File: src/rtl/ex_pkg.sv
// ex_pkg: shared definitions for the execute stage.
//   - ALU command encodings (exe_cmd)
//   - FSM state encoding for ex_mc_stage
//   - bit positions of the {N,Z,C,V} flag nibble
package ex_pkg;

    // ALU command encodings
    localparam logic [3:0] CMD_MOV = 4'b0001;
    localparam logic [3:0] CMD_ADD = 4'b0010;
    localparam logic [3:0] CMD_ADC = 4'b0011;
    localparam logic [3:0] CMD_SUB = 4'b0100;
    localparam logic [3:0] CMD_SBC = 4'b0101;
    localparam logic [3:0] CMD_AND = 4'b0110;
    localparam logic [3:0] CMD_ORR = 4'b0111;
    localparam logic [3:0] CMD_EOR = 4'b1000;
    localparam logic [3:0] CMD_MVN = 4'b1001;

    // Flag nibble layout {N,Z,C,V}
    localparam int FLAG_N = 3;
    localparam int FLAG_Z = 2;
    localparam int FLAG_C = 1;
    localparam int FLAG_V = 0;

    typedef enum logic [1:0] {
        ST_IDLE = 2'd0,
        ST_MUL  = 2'd1,
        ST_HOLD = 2'd2
    } ex_state_e;

endpackage

File: src/rtl/ex_mul_iter.sv
// ex_mul_iter: shift-add multiplier, one multiplier bit per cycle.
//   start   : load operands/accumulator and begin iterating
//   clear   : abandon any multiply in progress
//   op_a    : multiplicand, op_b : multiplier, acc : initial accumulator
//   done    : high for one cycle once DATA_W iterations have completed
//   product : low DATA_W bits of op_a*op_b + acc (valid while done)
module ex_mul_iter #(
    parameter int DATA_W = 32
) (
    input  logic              clk,
    input  logic              rst_n,
    input  logic              start,
    input  logic              clear,
    input  logic [DATA_W-1:0] op_a,
    input  logic [DATA_W-1:0] op_b,
    input  logic [DATA_W-1:0] acc,
    output logic              done,
    output logic [DATA_W-1:0] product
);

    localparam int CNT_W = $clog2(DATA_W + 1);

    logic [DATA_W-1:0] mcand_q, mplier_q, acc_q;
    logic [CNT_W-1:0]  cnt_q;
    logic              run_q;

    assign done    = run_q && (cnt_q == CNT_W'(DATA_W));
    assign product = acc_q;

    always_ff @(posedge clk or negedge rst_n) begin
        if (!rst_n) begin
            mcand_q  <= '0;
            mplier_q <= '0;
            acc_q    <= '0;
            cnt_q    <= '0;
            run_q    <= 1'b0;
        end else if (clear) begin
            cnt_q <= '0;
            run_q <= 1'b0;
        end else if (start) begin
            mcand_q  <= op_a;
            mplier_q <= op_b;
            acc_q    <= acc;
            cnt_q    <= '0;
            run_q    <= 1'b1;
        end else if (run_q) begin
            if (done) begin
                // product is held in acc_q until the next start
                cnt_q <= '0;
                run_q <= 1'b0;
            end else begin
                // shifted-out multiplicand bits fall off: wraps mod 2^DATA_W
                if (mplier_q[0]) acc_q <= acc_q + mcand_q;
                mcand_q  <= mcand_q << 1;
                mplier_q <= mplier_q >> 1;
                cnt_q    <= cnt_q + CNT_W'(1);
            end
        end
    end

endmodule

File: src/rtl/ex_mc_stage.sv
// ex_mc_stage: execute stage with operand forwarding, single-cycle ALU and
// an iterative multiply/multiply-accumulate path.
//   CLK, RST (async, active-low)
//   in_valid/in_ready   : upstream handshake (accept when both high)
//   exe_cmd, mul_en, mla, imm, imm_val, val_rn, val_rm, val_acc : operation
//   sr_in, s_en         : incoming flags and flag-update request
//   fwd_sel1/2, fwd_data: forwarding selects and packed sources (k at slice k-1)
//   flush               : abort whatever is in flight
//   out_valid/out_ready : downstream handshake
//   alu_result, val_rm_out, sr_out, sr_we, busy : results
module ex_mc_stage
    import ex_pkg::*;
#(
    parameter  int DATA_W = 32,
    parameter  int FWD_N  = 2,
    localparam int FS_W   = $clog2(FWD_N + 1)
) (
    input  logic                    CLK,
    input  logic                    RST,
    input  logic                    in_valid,
    output logic                    in_ready,
    input  logic [3:0]              exe_cmd,
    input  logic                    mul_en,
    input  logic                    mla,
    input  logic [3:0]              sr_in,
    input  logic                    s_en,
    input  logic [DATA_W-1:0]       val_rn,
    input  logic [DATA_W-1:0]       val_rm,
    input  logic [DATA_W-1:0]       val_acc,
    input  logic [DATA_W-1:0]       imm_val,
    input  logic                    imm,
    input  logic [FS_W-1:0]         fwd_sel1,
    input  logic [FS_W-1:0]         fwd_sel2,
    input  logic [FWD_N*DATA_W-1:0] fwd_data,
    input  logic                    flush,
    output logic                    out_valid,
    input  logic                    out_ready,
    output logic [DATA_W-1:0]       alu_result,
    output logic [DATA_W-1:0]       val_rm_out,
    output logic [3:0]              sr_out,
    output logic                    sr_we,
    output logic                    busy
);

    localparam int MSB = DATA_W - 1;

    ex_state_e         state_q, state_d;
    logic              accept;
    logic [DATA_W-1:0] op1, rm_fwd, op2;
    logic [DATA_W-1:0] alu_res, product;
    logic [3:0]        alu_flags, mul_flags;
    logic [DATA_W:0]   add_sum, sub_sum;
    logic              cin_add, cin_sub, mul_done;
    logic              sr_we_q, cap_c_q, cap_v_q;

    // Forwarding: out-of-range selects fall back to the register value
    always_comb begin
        op1    = val_rn;
        rm_fwd = val_rm;
        for (int k = 1; k <= FWD_N; k++) begin
            if (fwd_sel1 == FS_W'(k)) op1    = fwd_data[(k-1)*DATA_W +: DATA_W];
            if (fwd_sel2 == FS_W'(k)) rm_fwd = fwd_data[(k-1)*DATA_W +: DATA_W];
        end
    end
    assign op2 = imm ? imm_val : rm_fwd;

    // Subtract as op1 + ~op2 + cin so carry-out is NOT borrow
    assign cin_add = (exe_cmd == CMD_ADC) ? sr_in[FLAG_C] : 1'b0;
    assign cin_sub = (exe_cmd == CMD_SBC) ? sr_in[FLAG_C] : 1'b1;
    assign add_sum = {1'b0, op1} + {1'b0, op2}  + {{DATA_W{1'b0}}, cin_add};
    assign sub_sum = {1'b0, op1} + {1'b0, ~op2} + {{DATA_W{1'b0}}, cin_sub};

    always_comb begin
        alu_res   = '0;
        alu_flags = sr_in;
        case (exe_cmd)
            CMD_ADD, CMD_ADC: begin
                alu_res           = add_sum[MSB:0];
                alu_flags[FLAG_C] = add_sum[DATA_W];
                alu_flags[FLAG_V] = (op1[MSB] == op2[MSB]) && (alu_res[MSB] != op1[MSB]);
            end
            CMD_SUB, CMD_SBC: begin
                alu_res           = sub_sum[MSB:0];
                alu_flags[FLAG_C] = sub_sum[DATA_W];
                alu_flags[FLAG_V] = (op1[MSB] != op2[MSB]) && (alu_res[MSB] != op1[MSB]);
            end
            CMD_MOV: alu_res = op2;
            CMD_MVN: alu_res = ~op2;
            CMD_AND: alu_res = op1 & op2;
            CMD_ORR: alu_res = op1 | op2;
            CMD_EOR: alu_res = op1 ^ op2;
            default: alu_res = '0;
        endcase
        // N/Z only move for recognised commands; unknown codes keep sr_in
        case (exe_cmd)
            CMD_MOV, CMD_MVN, CMD_ADD, CMD_ADC, CMD_SUB,
            CMD_SBC, CMD_AND, CMD_ORR, CMD_EOR: begin
                alu_flags[FLAG_N] = alu_res[MSB];
                alu_flags[FLAG_Z] = (alu_res == '0);
            end
            default: ;
        endcase
    end

    ex_mul_iter #(.DATA_W(DATA_W)) u_mul (
        .clk     (CLK),
        .rst_n   (RST),
        .start   (accept && mul_en),
        .clear   (flush),
        .op_a    (op1),
        .op_b    (op2),
        .acc     (mla ? val_acc : '0),
        .done    (mul_done),
        .product (product)
    );

    always_comb begin
        mul_flags         = '0;
        mul_flags[FLAG_N] = product[MSB];
        mul_flags[FLAG_Z] = (product == '0);
        mul_flags[FLAG_C] = cap_c_q;
        mul_flags[FLAG_V] = cap_v_q;
    end

    // FSM
    always_ff @(posedge CLK or negedge RST) begin
        if (!RST) state_q <= ST_IDLE;
        else      state_q <= state_d;
    end

    always_comb begin
        in_ready = ((state_q == ST_IDLE) || (state_q == ST_HOLD && out_ready)) && !flush;
        accept   = in_valid && in_ready;
        state_d  = state_q;
        case (state_q)
            ST_IDLE: if (accept) state_d = mul_en ? ST_MUL : ST_HOLD;
            ST_MUL:  if (mul_done) state_d = ST_HOLD;
            ST_HOLD: begin
                if (accept)         state_d = mul_en ? ST_MUL : ST_HOLD;
                else if (out_ready) state_d = ST_IDLE;
            end
            default: state_d = ST_IDLE;
        endcase
        if (flush) state_d = ST_IDLE;
    end

    assign out_valid = (state_q == ST_HOLD);
    assign busy      = (state_q == ST_MUL);
    assign sr_we     = sr_we_q && out_valid;

    // Result registers only change on accept or multiply completion, so they
    // hold steady while a result waits for out_ready.
    always_ff @(posedge CLK or negedge RST) begin
        if (!RST) begin
            alu_result <= '0;
            val_rm_out <= '0;
            sr_out     <= '0;
            sr_we_q    <= 1'b0;
            cap_c_q    <= 1'b0;
            cap_v_q    <= 1'b0;
        end else if (accept) begin
            val_rm_out <= rm_fwd;
            sr_we_q    <= s_en;
            if (mul_en) begin
                cap_c_q <= sr_in[FLAG_C];
                cap_v_q <= sr_in[FLAG_V];
            end else begin
                alu_result <= alu_res;
                sr_out     <= alu_flags;
            end
        end else if (state_q == ST_MUL && mul_done && !flush) begin
            alu_result <= product;
            sr_out     <= mul_flags;
        end
    end

endmodule

File: config.mk
export PLATFORM = sky130hd
export DESIGN_NAME = ex_mc_stage
export DESIGN_NICKNAME = d
export VERILOG_FILES = /design/src/rtl/ex_pkg.sv /design/src/rtl/ex_mul_iter.sv /design/src/rtl/ex_mc_stage.sv
export SDC_FILE = /design/constraint.sdc
export NUM_CORES = 1
export LEC_CHECK = 0
export BUFFER_PORTS_ARGS = -buffer_cell sky130_fd_sc_hd__buf_2
export CORE_MARGIN = 10
export CORE_UTILIZATION = 50
export CTS_CLUSTER_SIZE = 25
export DETAILED_ROUTE_END_ITERATION = 10
export PLACE_DENSITY = 0.8
export SLEW_MARGIN = 20
export SYNTH_ARGS = -nofsm -noshare
export SYNTH_HDL_FRONTEND = slang
export SYNTH_HIERARCHICAL = 1
export SYNTH_SLANG_ARGS = --single-unit
File: constraint.sdc
create_clock -name CLK -period 8.7 [get_ports CLK]
set_input_delay 0.435 -clock CLK [delete_from_list [all_inputs] [get_ports CLK]]
set_output_delay 0.435 -clock CLK [all_outputs]
set_load 0.01 [all_outputs]
# Word level (Yosys, flattened, before mapping)
# Cells that the tools add are included.
dict set report classes {
  mux 42
  n_bitwise 5
  n_eq_ne 25
  n_reduce_logical 27
  n_addsub 6
}
# cell count
set op_table {}
lappend op_table {{32-bit 2-to-1 mux} 19}
lappend op_table {{32-bit case mux with 7 select lines} 1}
lappend op_table {{32-bit by 32-bit adder with 33-bit output} 2}
lappend op_table {{33-bit by 1-bit adder with 33-bit output} 2}
lappend op_table {{32-bit logical NOT} 2}
lappend op_table {{32-bit adder} 1}
lappend op_table {{32-bit AND} 1}
lappend op_table {{32-bit NOT} 1}
lappend op_table {{32-bit OR} 1}
lappend op_table {{32-bit bitwise XOR} 1}
lappend op_table {{6-bit 2-to-1 mux} 4}
lappend op_table {{4-bit by 3-bit == test with 1-bit output, second input constant} 4}
lappend op_table {{2-bit 2-to-1 mux} 7}
lappend op_table {{4-bit 2-to-1 mux} 3}
lappend op_table {{1-bit logical AND} 10}
lappend op_table {{9-bit OR reduction} 1}
lappend op_table {{4-bit by 2-bit == test with 1-bit output, second input constant} 2}
lappend op_table {{4-bit == test, second input constant} 2}
lappend op_table {{6-bit by 1-bit adder with 6-bit output, second input constant} 1}
lappend op_table {{2-bit by 1-bit == test with 1-bit output, second input constant} 3}
lappend op_table {{2-bit == test, second input constant} 3}
lappend op_table {{6-bit == test, second input constant} 1}
lappend op_table {{1-bit 2-to-1 mux} 6}
lappend op_table {{2-bit case mux with 3 select lines} 1}
lappend op_table {{other kinds (19)} 26}
dict set report totals {
  output_inout_bits 72
  elab_cells 117
  ff_bits 176
  inputBits 213
}

# Longest topological paths before layout
dict set report depth {
  word_depth 12
  ltp_mapped 24
  depth_no_buf 19
}

# Cells and area by module
# Netlist, hierarchy kept.
# module seq_area_each_um2 area_per_inst_um2 n_inst cells_each
set modules_own_cells {}
lappend modules_own_cells {ex_mc_stage 1826.8 12495.7 1 1685}
lappend modules_own_cells {ex_mul_iter 2577.5 6531.3 1 725}

# Worst setup path after synthesis
# No wires, ideal clock.
dict set report synth_path {
  path_kind {input-to-reg}
  from {input exe_cmd[2]}
  to {register sr_out[2]}
  n_path_buf 4
  setup_slack_ps 2977
  setup_time_ps 92
  path_stages 20
  required_ps 8608
  t_arrival_ps 5632
  cell_sequence {clkbuf_1 > nor3b_1 > clkbuf_1 > buf_1 > clkbuf_1 > nand3b_1 > fa_1 > fa_1 > a211oi_1 > o21ai_0 > a41oi_1 > nor2_1 > or4_1 > a21oi_1 > nand4_1 > nor4_1 > nand4_1 > nor4_1 > nand4_1 > o31ai_2}
}
dict set report synth_via {
  elab_chain_cells 8
  elab_cells_between_ends 21
  cone_classes {add/sub: 2; eq/ne: 9; mux: 6; reduce/logical: 4}
}
# element line_no
set synth_rtl {}
lappend synth_rtl {{start, declared} ex_mc_stage.sv:22} ;# input logic [3:0] exe_cmd,
lappend synth_rtl {{4-bit by 3-bit == test with 1-bit output / 4-bit by 2-bit == test with 1-bit output (equally long branches)} n/a}
lappend synth_rtl {{1-bit 2-to-1 mux, on equally long branches} {ex_mc_stage.sv:69, ex_mc_stage.sv:68}}
lappend synth_rtl {{33-bit by 1-bit adder with 33-bit output, on equally long branches} {ex_mc_stage.sv:71, ex_mc_stage.sv:70}}
lappend synth_rtl {{32-bit case mux with 7 select lines} ex_mc_stage.sv:76} ;# case (exe_cmd)
lappend synth_rtl {{32-bit logical NOT} ex_mc_stage.sv:99} ;# alu_flags[FLAG_Z] = (alu_res == '0);
lappend synth_rtl {{2-bit 2-to-1 mux (*)} ex_mc_stage.sv:95} ;# case (exe_cmd)
lappend synth_rtl {{4-bit 2-to-1 mux (*)} ex_mc_stage.sv:164} ;# if (mul_en) begin
lappend synth_rtl {{4-bit 2-to-1 mux (*)} ex_mc_stage.sv:161} ;# end else if (accept) begin
lappend synth_rtl {{end signal, assigned} ex_mc_stage.sv:169} ;# sr_out <= alu_flags;
lappend synth_rtl {{end signal, assigned} ex_mc_stage.sv:173} ;# sr_out <= mul_flags;
lappend synth_rtl {{end, declared} ex_mc_stage.sv:40} ;# output logic [3:0] sr_out,
# Mark *: on every way between the ends. The rest lies on a longest branch, timed or not. The select of a mux whose other input is x is not followed.
# A chain may end at the register's enable or synchronous reset.

# Worst setup path in the final report
dict set report layout_path {
  from {input fwd_sel2[0]}
  to {register alu_result[30]}
}
dict set report layout_via {
  elab_chain_cells 10
  elab_cells_between_ends 16
  cone_classes {add/sub: 4; eq/ne: 2; mux: 6; bitwise: 4}
}
# element line_no
set layout_rtl {}
lappend layout_rtl {{start, declared} ex_mc_stage.sv:33} ;# input logic [FS_W-1:0] fwd_sel2,
lappend layout_rtl {{2-bit by 1-bit == test with 1-bit output} ex_mc_stage.sv:62} ;# if (fwd_sel2 == FS_W'(k)) rm_fwd = fwd_data[(k-1)*DATA_W +: DATA_W];
lappend layout_rtl {{32-bit 2-to-1 mux} ex_mc_stage.sv:62}
lappend layout_rtl {{32-bit 2-to-1 mux (*)} ex_mc_stage.sv:62}
lappend layout_rtl {{32-bit 2-to-1 mux (*)} ex_mc_stage.sv:65} ;# assign op2 = imm ? imm_val : rm_fwd;
lappend layout_rtl {{via op2[3]} ex_mc_stage.sv:49} ;# logic [DATA_W-1:0] op1, rm_fwd, op2;
lappend layout_rtl {{32-bit NOT} ex_mc_stage.sv:71} ;# assign sub_sum = {1'b0, op1} + {1'b0, ~op2} + {{DATA_W{1'b0}}, cin_sub};
lappend layout_rtl {{32-bit by 32-bit adder with 33-bit output} ex_mc_stage.sv:71}
lappend layout_rtl {{33-bit by 1-bit adder with 33-bit output} ex_mc_stage.sv:71}
lappend layout_rtl {{32-bit case mux with 7 select lines (*)} ex_mc_stage.sv:76}
lappend layout_rtl {{32-bit 2-to-1 mux (*)} ex_mc_stage.sv:164}
lappend layout_rtl {{32-bit 2-to-1 mux (*)} ex_mc_stage.sv:161}
lappend layout_rtl {{end signal, assigned} ex_mc_stage.sv:168} ;# alu_result <= alu_res;
lappend layout_rtl {{end signal, assigned} ex_mc_stage.sv:172} ;# alu_result <= product;
lappend layout_rtl {{end, declared} ex_mc_stage.sv:38} ;# output logic [DATA_W-1:0] alu_result,
# The timed path passes the listed nets; every way through them passes the cells marked *. The select of a mux whose other input is x is not followed.

==> results.sh <==
export IMPL_status="completed"
export IMPL_synthCells=2410
export IMPL_path_max_fanout=44
export IMPL_place_congestion=1.02
export IMPL_wirelength_mm=74.5
export IMPL_h_tree_depth=4
export IMPL_synth_top_family_by_area="compound AO/OA/AOI/OAI gates"
export IMPL_maxSlewHeadroom_pct=35.1
export IMPL_clkPwrFrac_pct=15.1
export IMPL_rsz0062_at_grt="false"
export IMPL_syn_area_um2=19000
export IMPL_synth_fa_ha_area_share_pct=10.0
export IMPL_synth_edf_count=0
export IMPL_vdd_drop_max_uv=175
export IMPL_antenna_found_initial=2
export IMPL_synthSimpleGateAreaFrac_pct=18.4
export IMPL_p_per_area_nw_per_um2=250
export IMPL_fin_crit_ps=5770
export IMPL_p_total_mw=5.31
export IMPL_syn_to_final_growth_pct=11.8
export IMPL_nets=2939
export IMPL_pre_cts_ws_ps=2610
export IMPL_row_count=71
export IMPL_ios=285
export IMPL_slew_violations=0
export IMPL_timing_rr_end="u_mul/product[31]"
export IMPL_cts_setup_buffers=0
export IMPL_clockBufferDepth=2
export IMPL_avgSynthCellArea_um2=7.90
export IMPL_worstPathRequired_ps=9090
export IMPL_die_h_um=215
export IMPL_coreArea_um2=37600
export IMPL_pwr_share_seq_pct=26.3
export IMPL_crit_buf_inv=3
export IMPL_synth_compound_area_share_pct=27.4
export IMPL_setup_tns_ps=0
export IMPL_cp_slowest_cell="o221ai_1"
export IMPL_hold_start="out_ready"
export IMPL_crit_type="in2reg"
export IMPL_cts_buffers=17
export IMPL_yosys_cell_count_top_type="nand2_1"
export IMPL_drtAntennaViolNets=0
export IMPL_timing_hold_ws_ps=140
export IMPL_design_area_um2=21300
export IMPL_holdPathEnd="state_q[1]"
export IMPL_grt_pass1_vias=18600
export IMPL_die_area_um2=46300
export IMPL_cts_tree="built"
export IMPL_setup_violations_final=0
export IMPL_timing_rr_start="state_q[1]"
export IMPL_numPortBuffers=284
export IMPL_clk_pin_slew_ps=80
export IMPL_synth_commonest_cells="nand2_1, a21oi_1, nor2_1"
export IMPL_grt_pass1_wl_mm=112
export IMPL_detail_route_iter0_violations=2293
export IMPL_grt_max_degree=118
export IMPL_reg2reg_slack_ps=3840
export IMPL_p_leak_nw=9.56
export IMPL_drive_above_1_share_pct=18.2
export IMPL_final_setup_skew_ps=16.5
export IMPL_reg2reg_depth=12
export IMPL_end_kind="flop"
export IMPL_hold_violations=0
export IMPL_async_flop_share_pct=100
export IMPL_whs_path_depth=2
export IMPL_comb_power_share_pct=58.6
export IMPL_ctsResizeCount=0
export IMPL_initial_core_util_pct=50.6
export IMPL_drt_pre_antenna_iters=6
export IMPL_synthDominantCellAreaShare_pct=23.1
export IMPL_wl_per_cell_um=24.0
export IMPL_crit_chain="buf_2, buf_4, or2_1, o221ai_1, inv_1, ha_1, a211oi_1, o21ai_0, nand4_1, a21oi_1, a311oi_1, o21ai_0, a311oi_1, a21boi_0, o21ai_0, mux2i_1, o21ai_0"
export IMPL_cp_start_kind="input pin"
export IMPL_crit_family="compound AO/OA/AOI/OAI gates"
export IMPL_post_route_period_util_pct=66.3
export IMPL_switching_share_pct=48.3
export IMPL_vias_per_cell=6.38
export IMPL_final_cells=3102
export IMPL_dieWidth_um=215
export IMPL_track_usage_pct=30.6
export IMPL_netlist_top_cells_area="dfrtp_1, ha_1, mux2i_1, a21oi_1, nand2_1"
export IMPL_ys_seq_area_share_pct=23.1
export IMPL_drv_cap=0
export IMPL_place_area_um2=20600
export IMPL_arrival_ps=6160
export IMPL_cpMostUsedCell="o21ai_0"
export IMPL_fin_ws_ps=2930
export IMPL_tightest_slew_ps=964
export IMPL_root_buffer="clkbuf_16"
export IMPL_netSwitchingPower_mw=2.57
export IMPL_synth_xor_area_share_pct=2.30
export IMPL_muxShareOfSynthArea_pct=12.7
export IMPL_synthFlopType="dfrtp_1"
export IMPL_synth_area_leader_cell="dfrtp_1"
export IMPL_via_count=19800
export IMPL_synth_warnings=6
export IMPL_max_freq_mhz=173
export IMPL_place_inst=3067
export IMPL_hold_class="in2reg"
export IMPL_dpl_hpwl_mm=57.5
export IMPL_internal_power_mw=2.74
export IMPL_synth_nets=2772
export IMPL_drc_errors=0
export IMPL_ys_seq_elements=176
export IMPL_fin_util_pct=56.6
export IMPL_clock_sinks=176
export IMPL_ys_types=105
export IMPL_grt_overflow_total=0
export IMPL_critPathMaxStageDelay_ps=760
export IMPL_worstSkewPairLatency_ps=480
[worst register-to-register path, cell delays in order (launching register included)]
cell      delay (ps)
dfrtp_1          420
a211oi_1         510
and2_2           240
buf_4            490
nand2_1          280
inv_4            660
inv_1            530
o21a_1           260
or2_1            450
or4_1            500
a32o_1           210
o211ai_1         100
a211oi_2          70
[worst max-delay path by stage]
| stage | startpoint | endpoint | slack [ps] | cells past startpoint |
|---|---|---|---|---|
| after global routing | imm | alu_result[30] | 2560 | 16 |
| after floorplan | exe_cmd[2] | sr_out[2] | 2980 | 20 |
| after detailed placement | fwd_sel2[1] | sr_out[2] | 2610 | 19 |
| after global placement | fwd_sel2[0] | sr_out[2] | 2720 | 18 |
| final | fwd_sel2[0] | alu_result[30] | 2930 | 17 |
| after CTS | fwd_sel2[1] | sr_out[2] | 3090 | 19 |
[logic make-up (layout without fill, tap and decap cells)]
logic type | count (synthesis) | in the layout
and+or+nand+nor | 745 | 745
xor gates and xnor gates | 50 | 50
buffers and inverters | 281 | 461
DFF | 176 | 176
muxes | 234 | 234
other | 0 | 1
adders and majority gates | 149 | 149
AOI/OAI and AO/OA | 775 | 775
[area by class of cell]
class                           instances  area (µm²)
Antenna cell                            1        2.50
Clock buffer                           19         453
Clock inverter                         13         133
Fill cell                            3471       16300
Inverter                              119         454
Multi-Input combinational cell       1953       13500
Sequential cell                       176        4400
Tap cell                              511         639
Timing Repair Buffer                  310        1650
[repair_timing]
action	4_1_cts	5_1_grt
hold buffers	0	1
hold endpoints to repair	0	18
setup endpoints to repair	0	0
[power groups by stage]
stage | clock, mW | sequential, mW | combinational, mW
6_report | 0.802 | 1.39 | 3.11
5_1_grt | 0.840 | 1.43 | 3.39
4_1_cts | 0.808 | 1.39 | 3.04
3_5_place_dp | 0 | 1.40 | 3.02
3_3_place_gp | 0 | 1.39 | 2.97
2_1_floorplan | 0 | 1.35 | 2.20
[placed cells by master (no fill, tap or decap), types with 56 or more instances in the layout]
master	count
dfrtp_1	176
mux2i_1	176
a21oi_1	224
o21ai_0	166
nand2_1	251
ha_1	144
mux2_2	56
nor2_1	209
inv_1	116
buf_2	282
[per-layer routing]
layer	share of wire [%]	global-route usage [%]
met5	0.023	0
met1	44	41.7
met3	11	8.38
met4	2.5	9.04
met2	43	46.2
[sequential cells by signal, summed over array words and instances, names as in the netlist, 2 cells and up]
signal	count
sr_out	4
alu_result	32
state_q	2
u_mul/mplier_q	32
val_rm_out	32
u_mul/mcand_q	32
u_mul/cnt_q	6
u_mul/product	32
Power figures use the tool's default switching activity.
